--- src/rtl/fifo_arb_pkg.sv ---
// Shared definitions for the FIFO write arbiter: FSM state encoding and the
// round-robin winner search used by rr_pick.
package fifo_arb_pkg;

  // Arbiter FSM states (IDLE = 1'b0, BURST = 1'b1).
  typedef enum logic {
    ST_IDLE  = 1'b0,
    ST_BURST = 1'b1
  } arb_state_t;

  // Widest requester vector the search function handles.
  localparam int unsigned RR_MAX = 8;

  // Round-robin search starting at (last+1) mod nreq.
  // Returns {any, winner[2:0]}; winner is 0 when nothing is requesting.
  function automatic logic [3:0] rr_search(
    input logic [RR_MAX-1:0] req,
    input int unsigned       nreq,
    input logic [2:0]        last
  );
    logic        found;
    logic [2:0]  win;
    int unsigned idx;
    found = 1'b0;
    win   = '0;
    for (int unsigned i = 1; i <= RR_MAX; i++) begin
      if (i <= nreq) begin
        // last < nreq and i <= nreq, so one subtraction performs the modulo
        idx = 32'(last) + i;
        if (idx >= nreq) idx = idx - nreq;
        if (!found && req[idx[2:0]]) begin
          found = 1'b1;
          win   = idx[2:0];
        end
      end
    end
    return {found, win};
  endfunction

endpackage

--- src/rtl/fifo_wr_arb_rr_pick.sv ---
// Combinational round-robin winner search over the requester vector.
module rr_pick
  import fifo_arb_pkg::*;
#(
  parameter  int unsigned NREQ = 4,
  localparam int unsigned IW   = $clog2(NREQ)
) (
  input  logic [NREQ-1:0] i_req,
  input  logic [IW-1:0]   i_last,
  output logic [IW-1:0]   o_winner,
  output logic            o_any
);

  logic [RR_MAX-1:0] w_req;
  logic [2:0]        w_last;
  logic [3:0]        w_res;

  // Widen inputs to the search function's fixed width and split the result.
  always_comb begin
    w_req    = RR_MAX'(i_req);
    w_last   = 3'(i_last);
    w_res    = rr_search(w_req, NREQ, w_last);
    o_any    = w_res[3];
    o_winner = IW'(w_res[2:0]);
  end

endmodule

--- src/rtl/fifo_wr_arb.sv ---
// Multi-requester write arbiter in front of a FIFO write port.
// Round-robin grants, up to BURST words per grant, stalls on fifo_full,
// new grants blocked by fifo_near_full.
// Macro FIFO_WR_ARB_LOCK_EN: defined -> bursts of up to BURST words;
// undefined -> one word per grant (BURST treated as 1).
module fifo_wr_arb
  import fifo_arb_pkg::*;
#(
  parameter int unsigned NREQ  = 4,
  parameter int unsigned DSIZE = 8,
  parameter int unsigned BURST = 4
) (
  input  logic                     clk,
  input  logic                     rst,
  input  logic                     clr,
  input  logic [NREQ-1:0]          req_valid,
  input  logic [NREQ*DSIZE-1:0]    req_data,
  output logic [NREQ-1:0]          req_ready,
  input  logic                     fifo_full,
  input  logic                     fifo_near_full,
  output logic                     fifo_wen,
  output logic [DSIZE-1:0]         fifo_wdata,
  output logic [$clog2(NREQ)-1:0]  grant_id,
  output logic                     busy
);

  localparam int unsigned IW = $clog2(NREQ);
  localparam int unsigned CW = $clog2(BURST) + 1;
`ifdef FIFO_WR_ARB_LOCK_EN
  localparam int unsigned BLEN = BURST;
`else
  localparam int unsigned BLEN = 1;
`endif

  arb_state_t  r_state;
  logic [IW-1:0] r_grant;
  logic [IW-1:0] r_last;
  logic [CW-1:0] r_wcnt;

  logic          w_any;
  logic [IW-1:0] w_winner;
  logic          w_cur_valid;
  logic          w_ready;
  logic          w_xfer;
  logic          w_last_word;

  rr_pick #(.NREQ(NREQ)) u_pick (
    .i_req    (req_valid),
    .i_last   (r_last),
    .o_winner (w_winner),
    .o_any    (w_any)
  );

  // Handshake for the current grantee; clr and rst suppress the transfer
  // so the requester never sees an accept that the FIFO did not take.
  always_comb begin
    w_cur_valid        = req_valid[r_grant];
    w_ready            = (r_state == ST_BURST) && !fifo_full && !clr && !rst;
    w_xfer             = w_ready && w_cur_valid;
    w_last_word        = (r_wcnt == CW'(BLEN - 1));
    req_ready          = '0;
    req_ready[r_grant] = w_ready;
  end

  assign fifo_wen   = w_xfer;
  assign fifo_wdata = req_data[32'(r_grant)*DSIZE +: DSIZE];
  assign grant_id   = r_grant;
  assign busy       = (r_state == ST_BURST);

  // Arbitration FSM: grant on IDLE, count words and release on BURST.
  always_ff @(posedge clk) begin
    if (rst) begin
      r_state <= ST_IDLE;
      r_grant <= '0;
      r_last  <= IW'(NREQ - 1);
      r_wcnt  <= '0;
    end else begin
      case (r_state)
        ST_IDLE: begin
          if (!clr && w_any && !fifo_full && !fifo_near_full) begin
            r_state <= ST_BURST;
            r_grant <= w_winner;
            r_wcnt  <= '0;
          end
        end
        ST_BURST: begin
          if (clr || !w_cur_valid || (w_xfer && w_last_word)) begin
            r_state <= ST_IDLE;
            r_last  <= r_grant;
          end
          if (w_xfer) r_wcnt <= r_wcnt + CW'(1);
        end
      endcase
    end
  end

endmodule

--- config.mk ---
export PLATFORM = sky130hd
export DESIGN_NAME = fifo_wr_arb
export DESIGN_NICKNAME = d
export VERILOG_FILES = /design/src/rtl/fifo_arb_pkg.sv /design/src/rtl/fifo_wr_arb_rr_pick.sv /design/src/rtl/fifo_wr_arb.sv
export SDC_FILE = /design/constraint.sdc
export NUM_CORES = 1
export LEC_CHECK = 0
export ABC_CLOCK_PERIOD_IN_PS = 3500
export CORE_ASPECT_RATIO = 0.8
export CORE_MARGIN = 2
export CORE_UTILIZATION = 38
export DETAILED_ROUTE_END_ITERATION = 12
export MAX_ROUTING_LAYER = met4
export PLACE_DENSITY = 0.95
export SYNTH_ARGS = -nofsm -noshare
export SYNTH_HDL_FRONTEND = slang
export SYNTH_SLANG_ARGS = --single-unit
--- constraint.sdc ---
create_clock -name clk -period 3.5 [get_ports clk]
set_input_delay 0.7 -clock clk [delete_from_list [all_inputs] [get_ports clk]]
set_output_delay 0.7 -clock clk [all_outputs]
set_load 0.005 [all_outputs]
Yosys cells after proc, flatten, opt, wreduce, memory -nomap -nowiden --
Index checks and enable logic that the tools add are counted. Widths: inputs -> output; s select.
Operators by class: add/sub/neg operators 9, magnitude comparators 10, eq/ne operators 2, shift operators 1, multiplexer cells 30, bitwise operators 2, reduce and logical (&&, ||, !) cells 26
Operators by type and width (number):
- $ge 32x3->1 const B | 3
- $shiftx 32x6->8 | 1
- $mux 3 | 6
- $lt 3x4->1 const B | 4
- $bmux 1 s3 | 4
- $logic_and 1x1->1 | 12
- $mux 1 | 12
- $sub 3x3->3 const B | 4
- $logic_not 1->1 | 8
- $mux 2 | 4
- $add 2x2->3 const B | 2
- $pmux 3 s2 | 1
- $reduce_and 2->1 | 3
- $add 2x3->4 const B | 1
- $and 4x4->4 | 1
- $ge 4x3->1 const B | 1
- $add 2x1->3 const B | 1
- $add 3x1->3 const B | 1
- $logic_not 3->1 | 1
- $lt 2x3->1 const B | 1
- $bmux 1 s2 | 1
- $demux 1 s2 | 1
- $ge 2x1->1 const B | 1
- $logic_or 1x1->1 | 2
- other kinds (4) | 4
Word-level totals: bits in registers 8, input port bits 41, logic and storage cells 84

Depth between registers and ports, before layout --
Gate-level depths: netlist of run 1.
depth after elaboration 20, mapped depth 8

By module --
From an unflattened synthesis of run 1, not the netlist that was laid out.
Unflattened totals: cell total of the unflattened synthesis 91, area, all modules 923.4 um^2
Modules (own cells, without submodules):
- fifo_wr_arb | times used 1, cells each 61, area each 669.4 um^2, seq. area each 160.2 um^2
- rr_pick | times used 1, cells each 30, area each 254.0 um^2, seq. area each 0.0 um^2

Least setup slack after synthesis of run 1 --
OpenSTA, ideal clock, no wires.
kind input-to-output, from input rst, to output fifo_wen, arrival 1.675 ns, slack 1.125 ns, cell stages on the path 4, buffers on the path 1, cell sequence clkbuf_1 > nor4b_1 > nand2_1 > inv_1
On the way: cells in the longest elaborated chain, start to end 3
RTL lines:
- from (decl) | line fifo_wr_arb.sv:14 | input logic rst,
- $logic_not 1->1 | line fifo_wr_arb.sv:58 | w_ready = (r_state == ST_BURST) && !fifo_full && !clr && !rst;
- $logic_and 1x1->1 | line fifo_wr_arb.sv:58
- $logic_and 1x1->1 | line fifo_wr_arb.sv:59 | w_xfer = w_ready && w_cur_valid;
- to (decl) | line fifo_wr_arb.sv:21 | output logic fifo_wen,
Every way passes these cells.

Worst setup path in the final report of run 1 --
from input req_valid[3], to output fifo_wen
On the way: cells in the longest elaborated chain, start to end 3
RTL lines:
- from (decl) | line fifo_wr_arb.sv:16 | input logic [NREQ-1:0] req_valid,
- $bmux 1 s2 | line fifo_wr_arb.sv:57 | w_cur_valid = req_valid[r_grant];
- $mux 1 (not written as such) | line fifo_wr_arb.sv:57
- $logic_and 1x1->1 | line fifo_wr_arb.sv:59
Every way passes these cells. The select of a mux whose other input is x is not followed.

==> results.sh, run 1 <==
export IMPL_outcome="finished, final reports clean"
export IMPL_io_pins=57
export IMPL_design_die_area_um2=2630
export IMPL_layout_drive_gt1_share=0.158
export IMPL_grt_pass1_wl_um=4120
export IMPL_switching_power_w=0.0000834
export IMPL_critical_path_max_fanout=6
export IMPL_start_kind="input pin"
export IMPL_wl_per_cell_um=16.8
export IMPL_postCtsHoldBufs=0
export IMPL_antenna_found_initial=0
export IMPL_multi_input_area_um2=632
export IMPL_worst_ep_required_time_ns=2.80
export IMPL_peakVddDrop_mv=0.147
export IMPL_n_fill_cell=164
export IMPL_cts_setup_buffers=0
export IMPL_worstMarginPinSlew_ns=0.623
export IMPL_grt_pass1_vias=887
export IMPL_rows=15
export IMPL_swShare=0.271
export IMPL_worst_path_max_delay_cell="mux4_2"
export IMPL_fin_tns_setup_ns=0
export IMPL_grt_ovfl_total=0
export IMPL_ys_seq_area_frac=0.189
export IMPL_grt_max_degree=15
export IMPL_postCtsResizedCells=0
export IMPL_finalWirelength_um=2760
export IMPL_synthFlopType="dfxtp_1"
export IMPL_numCtsBuffers=3
export IMPL_leakage_nw=0.557
export IMPL_insertion_delay_ns=0.26
export IMPL_synth_avg_cell_area_um2=10.3
export IMPL_hold_violations=0
export IMPL_endpoint="fifo_wen"
export IMPL_clockPowerShare=0.237
export IMPL_cts_root_buf="clkbuf_4"
export IMPL_drt_pass1_iter_count=4
export IMPL_setup_viol_count_final=0
export IMPL_rrSetupSlack_ns=0.82
export IMPL_slew_headroom=0.581
export IMPL_gp_congestion=0.863
export IMPL_hp_start="r_wcnt[1]$_SDFFE_PP0P_"
export IMPL_synth_async_reset_ratio=0
export IMPL_crit_path_end_kind="output port"
export IMPL_seq_power_share=0.325
export IMPL_slew_violations=0
export IMPL_period_minus_slack_ns=3.16
export IMPL_synth_cells=82
export IMPL_maxCapViolations=0
export IMPL_intPower_w=0.000225
export IMPL_synth_edff_count=0
export IMPL_dieHeight_um=46.3
export IMPL_regArea_um2=160
export IMPL_area_growth_pct=72.0
export IMPL_power_frac_comb=0.438
export IMPL_rsz0062_at_grt="false"
export IMPL_antenna_cells=0
export IMPL_grt_total_usage=0.218
export IMPL_cts_sinks=8
export IMPL_cts_htree_levels=1
export IMPL_ff2ff_path_depth=7
export IMPL_drc_errors=0
export IMPL_crit_type="input pin to output port"
export IMPL_syn_area_um2=848
export IMPL_clockBufferDepth=2
export IMPL_nets=185
export IMPL_crit_chain="clkdlybuf4s50_1 > mux4_2 > nand2_1 > inv_1 > clkdlybuf4s50_1"
export IMPL_clkTransAtPathRegs_ns=0.05
export IMPL_crit_top_cell="clkdlybuf4s50_1"
export IMPL_critPathMaxStageDelay_ns=0.54
export IMPL_power_density_nw_per_um2=211
export IMPL_min_period_over_period=0.904
export IMPL_worstReg2RegEnd="grant_id[1]$_SDFFE_PP0P_"
export IMPL_crit_start="req_valid[3]"
export IMPL_vias=913
export IMPL_design_power_total_w=0.000308
export IMPL_cts_tree="built"
export IMPL_synth_fp_nets=126
export IMPL_cp_data_arrival_time_ns=2.46
export IMPL_ys_ff_latch=8
export IMPL_skew_ns=0.00287
export IMPL_dieWidth_um=56.8
export IMPL_drtIter0Drc=25
export IMPL_ys_warn_count=0
export IMPL_hold_path_class="register to register"
export IMPL_synth_cell_types=30
export IMPL_core_area_um2=2140
export IMPL_initial_utilization=0.396
export IMPL_portBuffers=56
export IMPL_final_antenna_net_count=0
export IMPL_max_freq_mhz=316
export IMPL_vias_per_cell=5.57
export IMPL_dp_hpwl_um=2340
export IMPL_regToRegStartpoint="r_last[0]$_SDFFE_PP1P_"
worst min path at each step:
stage                                   endpoint  slack [ns]  cells after the start
final                     r_wcnt[1]$_SDFFE_PP0P_        0.51                      2
after global placement    r_wcnt[1]$_SDFFE_PP0P_        0.49                      2
after global routing      r_wcnt[1]$_SDFFE_PP0P_        0.53                      2
after floorplan           r_wcnt[1]$_SDFFE_PP0P_        0.46                      2
after detailed placement  r_wcnt[1]$_SDFFE_PP0P_        0.50                      2
after CTS                 r_wcnt[1]$_SDFFE_PP0P_        0.51                      2
per-layer routing:
layer,routed length [µm],track usage
met5,0,-
met4,83,0.107
met3,118,0.0225
met2,1430,0.370
met1,1130,0.266
area by class of cell:
class	count	area share
well taps	25	0.0214
flip-flops and latches	8	0.110
repair buffers	59	0.400
inverters	8	0.0206
clock buffers	3	0.0154
multi-input cells	61	0.433
cells in the mapped netlist (2+ instances only):
cell | instances | share of area
nor2_1 | 4 | 0.018
a21oi_1 | 4 | 0.024
mux4_2 | 10 | 0.27
inv_1 | 8 | 0.035
mux4_1 | 2 | 0.062
o22ai_1 | 2 | 0.015
mux2i_1 | 3 | 0.035
o31ai_1 | 2 | 0.018
dfxtp_1 | 8 | 0.19
mux2_2 | 2 | 0.027
ha_1 | 3 | 0.044
a31oi_1 | 2 | 0.015
clkbuf_1 | 4 | 0.018
nor3b_1 | 2 | 0.018
nand2_1 | 9 | 0.040
nand3_1 | 3 | 0.018
layout by cell type (no fill, tap or decap), types with 2 or more instances in the layout:
master           Yosys  final
a21oi_1              4      4
a31oi_1              2      2
buf_4                0      3
clkbuf_4             0      3
clkdlybuf4s50_1      0     56
dfxtp_1              8      8
ha_1                 3      3
inv_1                8      8
mux2_2               2      2
mux2i_1              3      3
mux4_1               2      2
mux4_2              10     10
nand2_1              9      9
nand3_1              3      3
nor2_1               4      4
nor3b_1              2      2
o22ai_1              2      2
o31ai_1              2      2
metrics by stage:
stage | cells | utilization | hold WS (ns) | area, µm² | setup WS [ns]
floorplan | 82 | - | 0.465 | 848 | 1.12
global placement | 161 | 0.671 | 0.486 | 1440 | 0.423
detailed placement | 161 | 0.671 | 0.496 | 1440 | 0.363
CTS | 164 | 0.682 | 0.506 | 1460 | 0.364
global route | 164 | 0.682 | 0.525 | 1460 | 0.293
finish | 164 | 0.682 | 0.510 | 1460 | 0.338
critical path, delay by kind of cell:
family                 cells  cell delay [ns]
buffers and inverters      3             1.05
muxes                      1             0.54
and+or+nand+nor            1             0.17
flip-flops by register name (all words and copies together) (netlist names):
name / cells
busy: 1
r_last: 2
r_wcnt: 3
grant_id: 2
kinds of logic (layout without fill, tap and decap cells):
| family | after synthesis | after routing | synth area share |
|---|---|---|---|
| DFF | 8 | 8 | 0.189 |
| muxes | 17 | 17 | 0.389 |
| AOI/OAI and AO/OA | 18 | 18 | 0.173 |
| buffers and inverters | 13 | 70 | 0.0664 |
| adders and majority gates | 3 | 3 | 0.0443 |
| and+or+nand+nor | 22 | 22 | 0.128 |
| xor gates and xnor gates | 1 | 1 | 0.0103 |
power by group through the flow:
stage / combinational, W / clock (W) / sequential (W)
4_1_cts: 0.000135 / 0.0000719 / 0.000100
6_report: 0.000135 / 0.0000729 / 0.000100
3_5_place_dp: 0.000134 / 0 / 0.000102
3_3_place_gp: 0.000129 / 0 / 0.000102
2_1_floorplan: 0.0000603 / 0 / 0.0000978
5_1_grt: 0.000143 / 0.0000761 / 0.000101
No activity file was read; power rests on OpenSTA's default activity.
==> run 2: changes to the inputs <==
- CAP_MARGIN: default -> 20
- CORE_MARGIN: 2 -> 5
- GPL_ROUTABILITY_DRIVEN: default -> 0
==> run 2 against run 1 <==
  * Utilization unchanged
  * Worst hold slack worse by 0.011 ns
  * Global-route usage fell by 2.2 points
  * Non-clock buffer count unchanged
  * Worst setup slack lost 0.024 ns
  * Count of clock-buffer cells in the layout unchanged
  * Sequential power is essentially flat
  * Register-to-register slack worse by 0.07 ns
  * Routed wire length is 12% higher
  * Critical endpoint unchanged
==> results.sh, run 2 (synthesized netlist as in run 1, its figures left out) <==
export IMPL_power_density_nw_per_um2=213
export IMPL_dieHeight_um=52.3
export IMPL_area_growth_pct=72.0
export IMPL_worstMarginPinSlew_ns=0.628
export IMPL_cts_setup_buffers=0
export IMPL_portBuffers=56
export IMPL_outcome="finished, final reports clean"
export IMPL_finalWirelength_um=3090
export IMPL_min_period_over_period=0.910
export IMPL_largest_reg_flops=3
export IMPL_crit_top_cell="clkdlybuf4s50_1"
export IMPL_core_area_um2=2140
export IMPL_rsz0062_at_grt="false"
export IMPL_place_area_um2=1440
export IMPL_crit_chain="clkdlybuf4s50_1 > mux4_2 > nand2_1 > inv_1 > clkdlybuf4s50_1"
export IMPL_crit_path_end_kind="output port"
export IMPL_final_common_cell="clkdlybuf4s50_1"
export IMPL_postCtsHoldBufs=0
export IMPL_critical_path_max_fanout=6
export IMPL_design_die_area_um2=3280
export IMPL_antenna_cells=0
export IMPL_cts_root_buf="clkbuf_4"
export IMPL_max_freq_mhz=314
export IMPL_finalInstanceArea_um2=1460
export IMPL_dp_cells=161
export IMPL_start_kind="input pin"
export IMPL_grt_total_usage=0.195
export IMPL_hold_path_class="register to register"
export IMPL_layoutNonFillerInstCount=164
export IMPL_cts_sinks=8
export IMPL_worst_ep_required_time_ns=2.80
export IMPL_dieWidth_um=62.8
export IMPL_cp_data_arrival_time_ns=2.49
export IMPL_drtIter0Drc=59
export IMPL_initial_utilization=0.396
export IMPL_rows=15
export IMPL_cts_tree="built"
export IMPL_critPathMaxStageDelay_ns=0.54
export IMPL_vias=936
export IMPL_drt_pass1_iter_count=4
export IMPL_dp_hpwl_um=2550
export IMPL_worst_path_max_delay_cell="mux4_2"
export IMPL_layout_drive_gt1_share=0.158
export IMPL_final_antenna_net_count=0
export IMPL_slew_violations=0
export IMPL_setup_viol_count_final=0
export IMPL_crit_type="input pin to output port"
export IMPL_leakage_nw=0.557
export IMPL_antenna_found_initial=0
export IMPL_top_register="r_wcnt"
export IMPL_hold_violations=0
export IMPL_nets=185
export IMPL_grt_max_degree=15
export IMPL_post_route_util=0.682
export IMPL_drc_errors=0
export IMPL_vias_per_cell=5.71
export IMPL_period_minus_slack_ns=3.19
export IMPL_fin_tns_setup_ns=0
export IMPL_peakVddDrop_mv=0.152
export IMPL_slew_headroom=0.578
export IMPL_wl_per_cell_um=18.8
export IMPL_maxCapViolations=0
export IMPL_insertion_delay_ns=0.26
export IMPL_clkTransAtPathRegs_ns=0.06
export IMPL_grt_ovfl_total=0
export IMPL_final_cell_mix="clkdlybuf4s50_1, mux4_2, nand2_1"
export IMPL_grt_pass1_vias=980
export IMPL_numCtsBuffers=3
export IMPL_cts_htree_levels=1
export IMPL_clockBufferDepth=2
export IMPL_skew_ns=0.0118
export IMPL_postCtsResizedCells=0
export IMPL_grt_pass1_wl_um=4890
export IMPL_io_pins=57
run 2: metrics by stage:
stage | total power, W | setup WS [ns] | hold WS (ns)
after global routing | 0.000326 | 0.251 | 0.516
after detailed placement | 0.000238 | 0.348 | 0.489
after CTS | 0.000310 | 0.345 | 0.498
after floorplan | 0.000158 | 1.12 | 0.465
after global placement | 0.000232 | 0.419 | 0.481
final | 0.000311 | 0.313 | 0.499
run 2: per-layer routing:
metal  track usage  up-vias  share of wire
li1              -      440              -
met1         0.236      446           0.38
met2         0.348       43           0.56
met3        0.0300        7          0.053
met4        0.0424        0          0.010
met5             -        -              0
run 2: worst paths after layout:
check                          from                        to  slack [ns]  cells after the start
max reg2reg  r_last[0]$_SDFFE_PP1P_  grant_id[1]$_SDFFE_PP0P_        0.75                      7
min          r_wcnt[1]$_SDFFE_PP0P_    r_wcnt[1]$_SDFFE_PP0P_        0.50                      2
max                    req_valid[3]                  fifo_wen        0.31                      5
min reg2reg  r_wcnt[1]$_SDFFE_PP0P_    r_wcnt[1]$_SDFFE_PP0P_        0.50                      2
run 2: critical path, delay by kind of cell:
kind / cells / cell delay [ns]
buffers and inverters: 3 / 1.07
multiplexers: 1 / 0.54
AND/OR/NAND/NOR: 1 / 0.17
run 2: area by class of cell:
| cell class | instances | area, µm² |
|---|---|---|
| clock buffers | 3 | 22.5 |
| inverters | 8 | 30.0 |
| flip-flops and latches | 8 | 160 |
| well taps | 25 | 31.3 |
| repair buffers | 59 | 583 |
| multi-input cells | 61 | 632 |
| fillers | 161 | 681 |
run 2: power by group:
group	internal (W)	total, W	switching (W)
sequential	0.0000937	0.000100	0.00000643
clock	0.0000395	0.0000741	0.0000347
combinational	0.0000916	0.000137	0.0000451
